`config.mk`:
```
export PLATFORM = sky130hd
export DESIGN_NAME = uart_tx_slave
export DESIGN_NICKNAME = d
export VERILOG_FILES = /design/src/rtl/uart_tx_slave_pkg.sv /design/src/rtl/uart_tx_core.sv /design/src/rtl/uart_tx_slave.sv
export SDC_FILE = /design/constraint.sdc
export NUM_CORES = 1
export LEC_CHECK = 0
export ABC_CLOCK_PERIOD_IN_PS = 3600
export CAP_MARGIN = 15
export CORE_ASPECT_RATIO = 0.9
export CORE_MARGIN = 2
export CORE_UTILIZATION = 54
export DETAILED_ROUTE_END_ITERATION = 6
export PLACE_DENSITY_LB_ADDON = 0.05
export SLEW_MARGIN = 20
export SYNTH_ARGS = -nofsm -noshare
export SYNTH_HDL_FRONTEND = slang
export SYNTH_SLANG_ARGS = --single-unit
```
`constraint.sdc`:
```
create_clock -name clk -period 3.6 [get_ports clk]
set_clock_uncertainty 0.15 [all_clocks]
set_input_delay 0.72 -clock clk [delete_from_list [all_inputs] [get_ports clk]]
set_output_delay 0.72 -clock clk [all_outputs]
set_load 0.05 [all_outputs]
```
`src/rtl/uart_tx_slave_pkg.sv`:
```
// rtl/uart_tx_slave_pkg.sv - UART0 window, register map, STATUS bits and TX FSM encoding
`ifndef XLEN
`define XLEN 32
`endif

package uart_tx_slave_pkg;

  localparam logic [31:0] UART0_BASE = 32'h1000_0000;
  localparam logic [31:0] UART0_SIZE = 32'h0000_1000;

  // Register select is offset[3:2]; higher offset bits alias into these four slots.
  localparam logic [1:0] REG_TXDATA   = 2'd0;
  localparam logic [1:0] REG_STATUS   = 2'd1;
  localparam logic [1:0] REG_BAUD_DIV = 2'd2;
  localparam logic [1:0] REG_RESERVED = 2'd3;

  localparam int STAT_TX_BUSY   = 0;
  localparam int STAT_HOLD_FULL = 1;
  localparam int STAT_OVERRUN   = 2;

  localparam int BAUD_W = 16;

  typedef enum logic [1:0] {
    ST_IDLE  = 2'd0,
    ST_START = 2'd1,
    ST_DATA  = 2'd2,
    ST_STOP  = 2'd3
  } tx_state_e;

  // Reload value for the bit counter; a divisor of 0 behaves like 1.
  function automatic logic [BAUD_W-1:0] bit_len_m1(input logic [BAUD_W-1:0] div);
    return (div == '0) ? '0 : div - 1'b1;
  endfunction

endpackage

```
`src/rtl/uart_tx_core.sv`:
```
// rtl/uart_tx_core.sv - 8N1 serialiser: baud counter plus IDLE/START/DATA/STOP shifter FSM
module uart_tx_core
  import uart_tx_slave_pkg::*;
(
  input  logic              clk,
  input  logic              rst,
  input  logic [BAUD_W-1:0] i_baud_div,
  input  logic              i_valid,
  input  logic [7:0]        i_byte,
  output logic              o_take,
  output logic              o_busy,
  output logic              o_tx
);

  tx_state_e         r_state;
  logic [BAUD_W-1:0] r_cnt;
  logic [2:0]        r_idx;
  logic [7:0]        r_shift;
  logic              r_tx;

  logic              w_bit_end;
  logic [BAUD_W-1:0] w_len_m1;

  assign w_bit_end = (r_cnt == '0);
  assign w_len_m1  = bit_len_m1(i_baud_div);

  // A byte is consumed when leaving IDLE or when a stop bit chains straight into a new start.
  assign o_take = i_valid & ((r_state == ST_IDLE) | ((r_state == ST_STOP) & w_bit_end));
  assign o_busy = (r_state != ST_IDLE);
  assign o_tx   = r_tx;

  always_ff @(posedge clk) begin
    if (rst) begin
      r_state <= ST_IDLE;
      r_cnt   <= '0;
      r_idx   <= '0;
      r_shift <= '0;
      r_tx    <= 1'b1;
    end else begin
      case (r_state)
        ST_IDLE: begin
          if (i_valid) begin
            r_state <= ST_START;
            r_shift <= i_byte;
            r_cnt   <= w_len_m1;
            r_tx    <= 1'b0;
          end
        end
        ST_START: begin
          if (w_bit_end) begin
            r_state <= ST_DATA;
            r_idx   <= '0;
            r_tx    <= r_shift[0];
            r_shift <= {1'b0, r_shift[7:1]};
            r_cnt   <= w_len_m1;
          end else begin
            r_cnt <= r_cnt - 1'b1;
          end
        end
        ST_DATA: begin
          if (w_bit_end) begin
            r_idx <= r_idx + 3'd1;
            r_cnt <= w_len_m1;
            if (r_idx == 3'd7) begin
              r_state <= ST_STOP;
              r_tx    <= 1'b1;
            end else begin
              r_tx    <= r_shift[0];
              r_shift <= {1'b0, r_shift[7:1]};
            end
          end else begin
            r_cnt <= r_cnt - 1'b1;
          end
        end
        ST_STOP: begin
          if (w_bit_end) begin
            if (i_valid) begin
              r_state <= ST_START;
              r_shift <= i_byte;
              r_cnt   <= w_len_m1;
              r_tx    <= 1'b0;
            end else begin
              r_state <= ST_IDLE;
              r_tx    <= 1'b1;
            end
          end else begin
            r_cnt <= r_cnt - 1'b1;
          end
        end
        default: begin
          r_state <= ST_IDLE;
          r_tx    <= 1'b1;
        end
      endcase
    end
  end

endmodule

```
`src/rtl/uart_tx_slave.sv`:
```
// rtl/uart_tx_slave.sv - UART0 transmit slave: bus decode, TXDATA/STATUS/BAUD_DIV registers
`ifndef XLEN
`define XLEN 32
`endif

module uart_tx_slave
  import uart_tx_slave_pkg::*;
#(
  parameter int DEFAULT_DIV = 868,
  parameter int XLEN        = `XLEN
) (
  input  logic            clk,
  input  logic            rst,
  input  logic            uart_addr_detect,
  input  logic [XLEN-1:0] uart_addr,
  input  logic            mem_wr_en,
  input  logic            mem_rd_en,
  input  logic [XLEN-1:0] mem_wdata,
  output logic [XLEN-1:0] uart_rdata,
  output logic            uart_rvalid,
  output logic            uart_tx
);

  logic [BAUD_W-1:0] r_baud_div;
  logic [7:0]        r_hold;
  logic              r_hold_full;
  logic              r_overrun;
  logic              r_rvalid;
  logic [XLEN-1:0]   r_rdata;

  logic [1:0]        w_sel;
  logic              w_wr;
  logic              w_rd;
  logic              w_tx_wr;
  logic              w_take;
  logic              w_busy;
  logic              w_hold_free;
  logic [XLEN-1:0]   w_rmux;
  logic              w_unused_bits;

  assign w_sel       = uart_addr[3:2];
  assign w_wr        = uart_addr_detect & mem_wr_en;
  assign w_rd        = uart_addr_detect & mem_rd_en;
  assign w_tx_wr     = w_wr & (w_sel == REG_TXDATA);
  // The holding register counts as free in the very cycle the core takes its byte.
  assign w_hold_free = ~r_hold_full | w_take;

  assign w_unused_bits = ^{uart_addr[XLEN-1:4], uart_addr[1:0], mem_wdata[XLEN-1:BAUD_W]};

  uart_tx_core u_core (
    .clk        (clk),
    .rst        (rst),
    .i_baud_div (r_baud_div),
    .i_valid    (r_hold_full),
    .i_byte     (r_hold),
    .o_take     (w_take),
    .o_busy     (w_busy),
    .o_tx       (uart_tx)
  );

  always_comb begin
    w_rmux = '0;
    case (w_sel)
      REG_STATUS: begin
        w_rmux[STAT_TX_BUSY]   = w_busy;
        w_rmux[STAT_HOLD_FULL] = r_hold_full;
        w_rmux[STAT_OVERRUN]   = r_overrun;
      end
      REG_BAUD_DIV: w_rmux[BAUD_W-1:0] = r_baud_div;
      default: ;
    endcase
  end

  always_ff @(posedge clk) begin
    if (rst) begin
      r_baud_div  <= BAUD_W'(DEFAULT_DIV);
      r_hold      <= '0;
      r_hold_full <= 1'b0;
      r_overrun   <= 1'b0;
      r_rvalid    <= 1'b0;
      r_rdata     <= '0;
    end else begin
      if (w_wr && (w_sel == REG_BAUD_DIV)) begin
        r_baud_div <= mem_wdata[BAUD_W-1:0];
      end

      if (w_tx_wr && w_hold_free) begin
        r_hold      <= mem_wdata[7:0];
        r_hold_full <= 1'b1;
      end else if (w_take) begin
        r_hold_full <= 1'b0;
      end

      // A fresh overrun in the same cycle as a STATUS read wins over the clear.
      if (w_tx_wr && !w_hold_free) begin
        r_overrun <= 1'b1;
      end else if (w_rd && (w_sel == REG_STATUS)) begin
        r_overrun <= 1'b0;
      end

      r_rvalid <= w_rd;
      r_rdata  <= w_rd ? w_rmux : '0;
    end
  end

  assign uart_rvalid = r_rvalid;
  assign uart_rdata  = r_rdata;

endmodule
```
==> out/metrics.yaml <==
sta:
  period_minus_slack_ns: 3.00
  holdWs_ns: 0.330
  layout_setup_ws_ns: 0.604
  post-route-period-util_pct: 83.2
  rsz0062_at_grt: "no"
  slew-limit-headroom_pct: 55.5
  fin_tns_setup_ns: 0
  tightest_slew_ns: 0.668
  hold_violations: 0
  max_freq_ghz: 0.334
  finalSetupViolations: 0
  slew_viol_final: 0
floorplanning:
  fp-row-count: 30
  chipWidth_um: 96.3
  die_h_um: 87.1
  initial_core_util_pct: 55.2
  die_area_um2: 8390
  core-area_um2: 7510
  ios: 103
power_and_ir_drop:
  powerDensity_nw_per_um2: 669
  p_seq_share_pct: 29.4
  power_frac_comb_pct: 46.4
  switching_share_pct: 41.4
  internal-power_mw: 1.89
  leakagePower_nw: 1.83
  clockPowerShare_pct: 24.3
  ir_worst_vdd_mv: 0.432
  p_sw_mw: 1.34
final_layout:
  fillers: 675
  stdcell_count: 651
  drive_above_1_share_pct: 8.11
  area_delta_synth_final_pct: 16.3
  antenna_cells: 0
  nets: 632
  final_core_util_pct: 64.2
yosys:
  yosysTopAreaCell: "dfxtp_1"
  yosysSeqAreaShare_pct: 35.3
  synth_top_cell_area_share_pct: 35.3
  async_flop_share_pct: 0
  ys.flop_type: "dfxtp_1"
  synth_seq_cells: 73
  syn_area_per_cell_um2: 7.98
  synth_cell_types: 61
  synth_area_um2: 4140
  synth_edf_count: 0
  synthTopCellsByArea: "dfxtp_1 (35%), a21oi_1 (5.2%), mux2i_1 (5.1%)"
  ys_warn_count: 0
  syn_inst: 519
worst_setup_path:
  crit_fanout: 12
  slowest_stage: "or4_1"
  cp.arrival_ns: 3.12
  reg2reg_from: "u_core.r_cnt[0]$_SDFF_PP0_"
  endpoint_kind: "register"
  path_class: "register to register"
  worstPathRequired_ns: 3.73
  cpPeakStageDelay_ns: 0.49
  crit_chain: "inv_1, ha_1, nor2b_1, and2_1, nand2_1, and3_1, or4_1, a21oi_1"
  critPathLaunch: "u_core.r_cnt[0]$_SDFF_PP0_"
  cp-start-kind: "register"
clocking:
  cts_sinks: 73
  cts_tree: "built"
  clk_latency_ns: 0.35
  hold_buffers: 0
  cts_resized: 0
  ctsLongestPathBuffers: 2
  numCtsBuffers: 9
  cts_setup_buffers: 0
  clkTransAtPathRegs_ns: 0.08
  htree_levels: 3
  root_buffer: "clkbuf_8"
placement:
  place_congestion: 0.917
  pre_cts_ws_ns: 0.666
  hpwl_um: 7870
  placed_cells: 636
  portBuffers: 40
route:
  via_per_inst: 6.04
  finalWirelength_um: 10900
  dr.pass1.iters: 5
  drc: 0
  wl_per_cell_um: 16.7
  drtIter0Drc: 353
  dr_total_vias: 3934
  postRouteAntennaNets: 0
grt:
  grt_first_pass_wirelength_um: 17600
  grt_pass1_vias: 3533
  grt_max_degree: 43
  grt_antenna_before_repair: 0
  grt_util_all_layers_pct: 27.3
  globalRouteOverflowTotal: 0
flow_run:
  cap_violations: 0
min_path:
  hold_class: "register to register"
  holdCritStartpoint: "r_hold[7]$_SDFFE_PP0P_"
run_status:
  status: "completed"
-- flip-flops by register name, indices dropped and copies added (netlist names) --
name and flops:
u_core.r_cnt 16, u_core.r_shift 8, r_hold 8, uart_rdata 16, r_overrun 1, u_core.r_idx 3, r_hold_full 1, u_core.r_state 2
r_baud_div 16, uart_rvalid 1, u_core.o_tx 1
-- synth_stat cells (3+ instances only) --
library cell,count
a211oi_1,10
a21oi_1,43
a221oi_1,3
a22oi_1,3
a31oi_1,9
a41oi_1,4
and2_1,3
and3_1,19
buf_4,17
clkbuf_1,30
dfxtp_1,73
ha_1,12
inv_1,15
mux2_2,4
mux2i_1,21
nand2_1,55
nand2b_1,3
nand3_1,19
nand3b_1,3
nand4_1,7
nor2_1,55
nor2b_1,5
nor3_1,16
nor4_1,8
o211ai_1,3
o21ai_0,12
o22ai_1,7
or4_1,5
xnor2_1,10
xor2_1,5
-- area by class of cell --
class                           instances  area, um^2  share of cell area, %
Clock buffer                            9         124                   2.57
Clock inverter                          6         116                   2.41
Inverter                               15        56.3                   1.17
Multi-Input combinational cell        396        2420                   50.2
Sequential cell                        73        1460                   30.3
Tap cell                               96         120                   2.49
Timing Repair Buffer                   56         520                   10.8
-- cell usage in the layout (no fill, tap or decap), types with 4 or more instances in the layout --
| cell | n |
|---|---|
| ha_1 | 12 |
| dfxtp_1 | 73 |
| nor4_1 | 8 |
| mux2_2 | 4 |
| mux2i_1 | 21 |
| buf_4 | 16 |
| nand4_1 | 7 |
| a41oi_1 | 4 |
| a211oi_1 | 10 |
| clkdlybuf4s50_1 | 40 |
| nand2_1 | 55 |
| nor2_1 | 55 |
| o22ai_1 | 7 |
| inv_1 | 15 |
| xnor2_1 | 10 |
| o21ai_0 | 12 |
| or4_1 | 5 |
| xor2_1 | 5 |
| and3_1 | 19 |
| nor3_1 | 16 |
| nand3_1 | 19 |
| a31oi_1 | 9 |
| nor2b_1 | 5 |
| a21oi_1 | 43 |
| conb_1 | 16 |
| clkbuf_8 | 9 |
-- final timing paths --
path                            slack [ns]  cells past startpoint                              to
worst max-delay path                  0.60                      8      u_core.r_cnt[5]$_SDFF_PP0_
worst min-delay path                  0.33                      2  u_core.r_shift[7]$_SDFFE_PP0P_
worst max register to register        0.60                      8      u_core.r_cnt[5]$_SDFF_PP0_
worst min register to register        0.33                      2  u_core.r_shift[7]$_SDFFE_PP0P_
-- logic make-up after synthesis --
logic type | share of synthesized area [%]
flops | 35.3
mux | 6.16
other cells | 0.0905
compound gates | 19.5
xor+xnor | 3.17
simple gates | 24.5
buf+inv | 7.67
fa+ha+maj | 3.62
-- metal layers --
layer  part of all wire [%]  GRT usage, %  vias up
met2                     45          42.0      175
li1                       -             -     1910
met3                    7.5          5.97       18
met4                    2.0          9.35        0
met5                      0             0        -
met1                     45          37.8     1831
-- worst max-delay path: cells and delay by family, from the launching register on --
kind,cells,cell delay [ns]
compound gates,1,0.16
fa+ha+maj,1,0.18
buf+inv,1,0.11
flops,1,0.35
simple gates,5,1.97
-- power groups by stage --
stage / Sequential (mW) / Clock [mW] / Combinational [mW]
4_1_cts: 0.944 / 0.795 / 1.46
5_1_grt: 0.956 / 0.825 / 1.62
2_1_floorplan: 0.967 / 0 / 1.05
3_5_place_dp: 0.962 / 0 / 1.46
6_report: 0.946 / 0.782 / 1.49
3_3_place_gp: 0.961 / 0 / 1.44
-- through the flow --
stage / total power, mW / cell area [um^2]
finish: 3.22 / 4820
floorplan: 2.02 / 4200
global route: 3.40 / 4820
global placement: 2.40 / 4580
CTS: 3.20 / 4820
detailed placement: 2.42 / 4580
(Power assumes the default switching activity.)
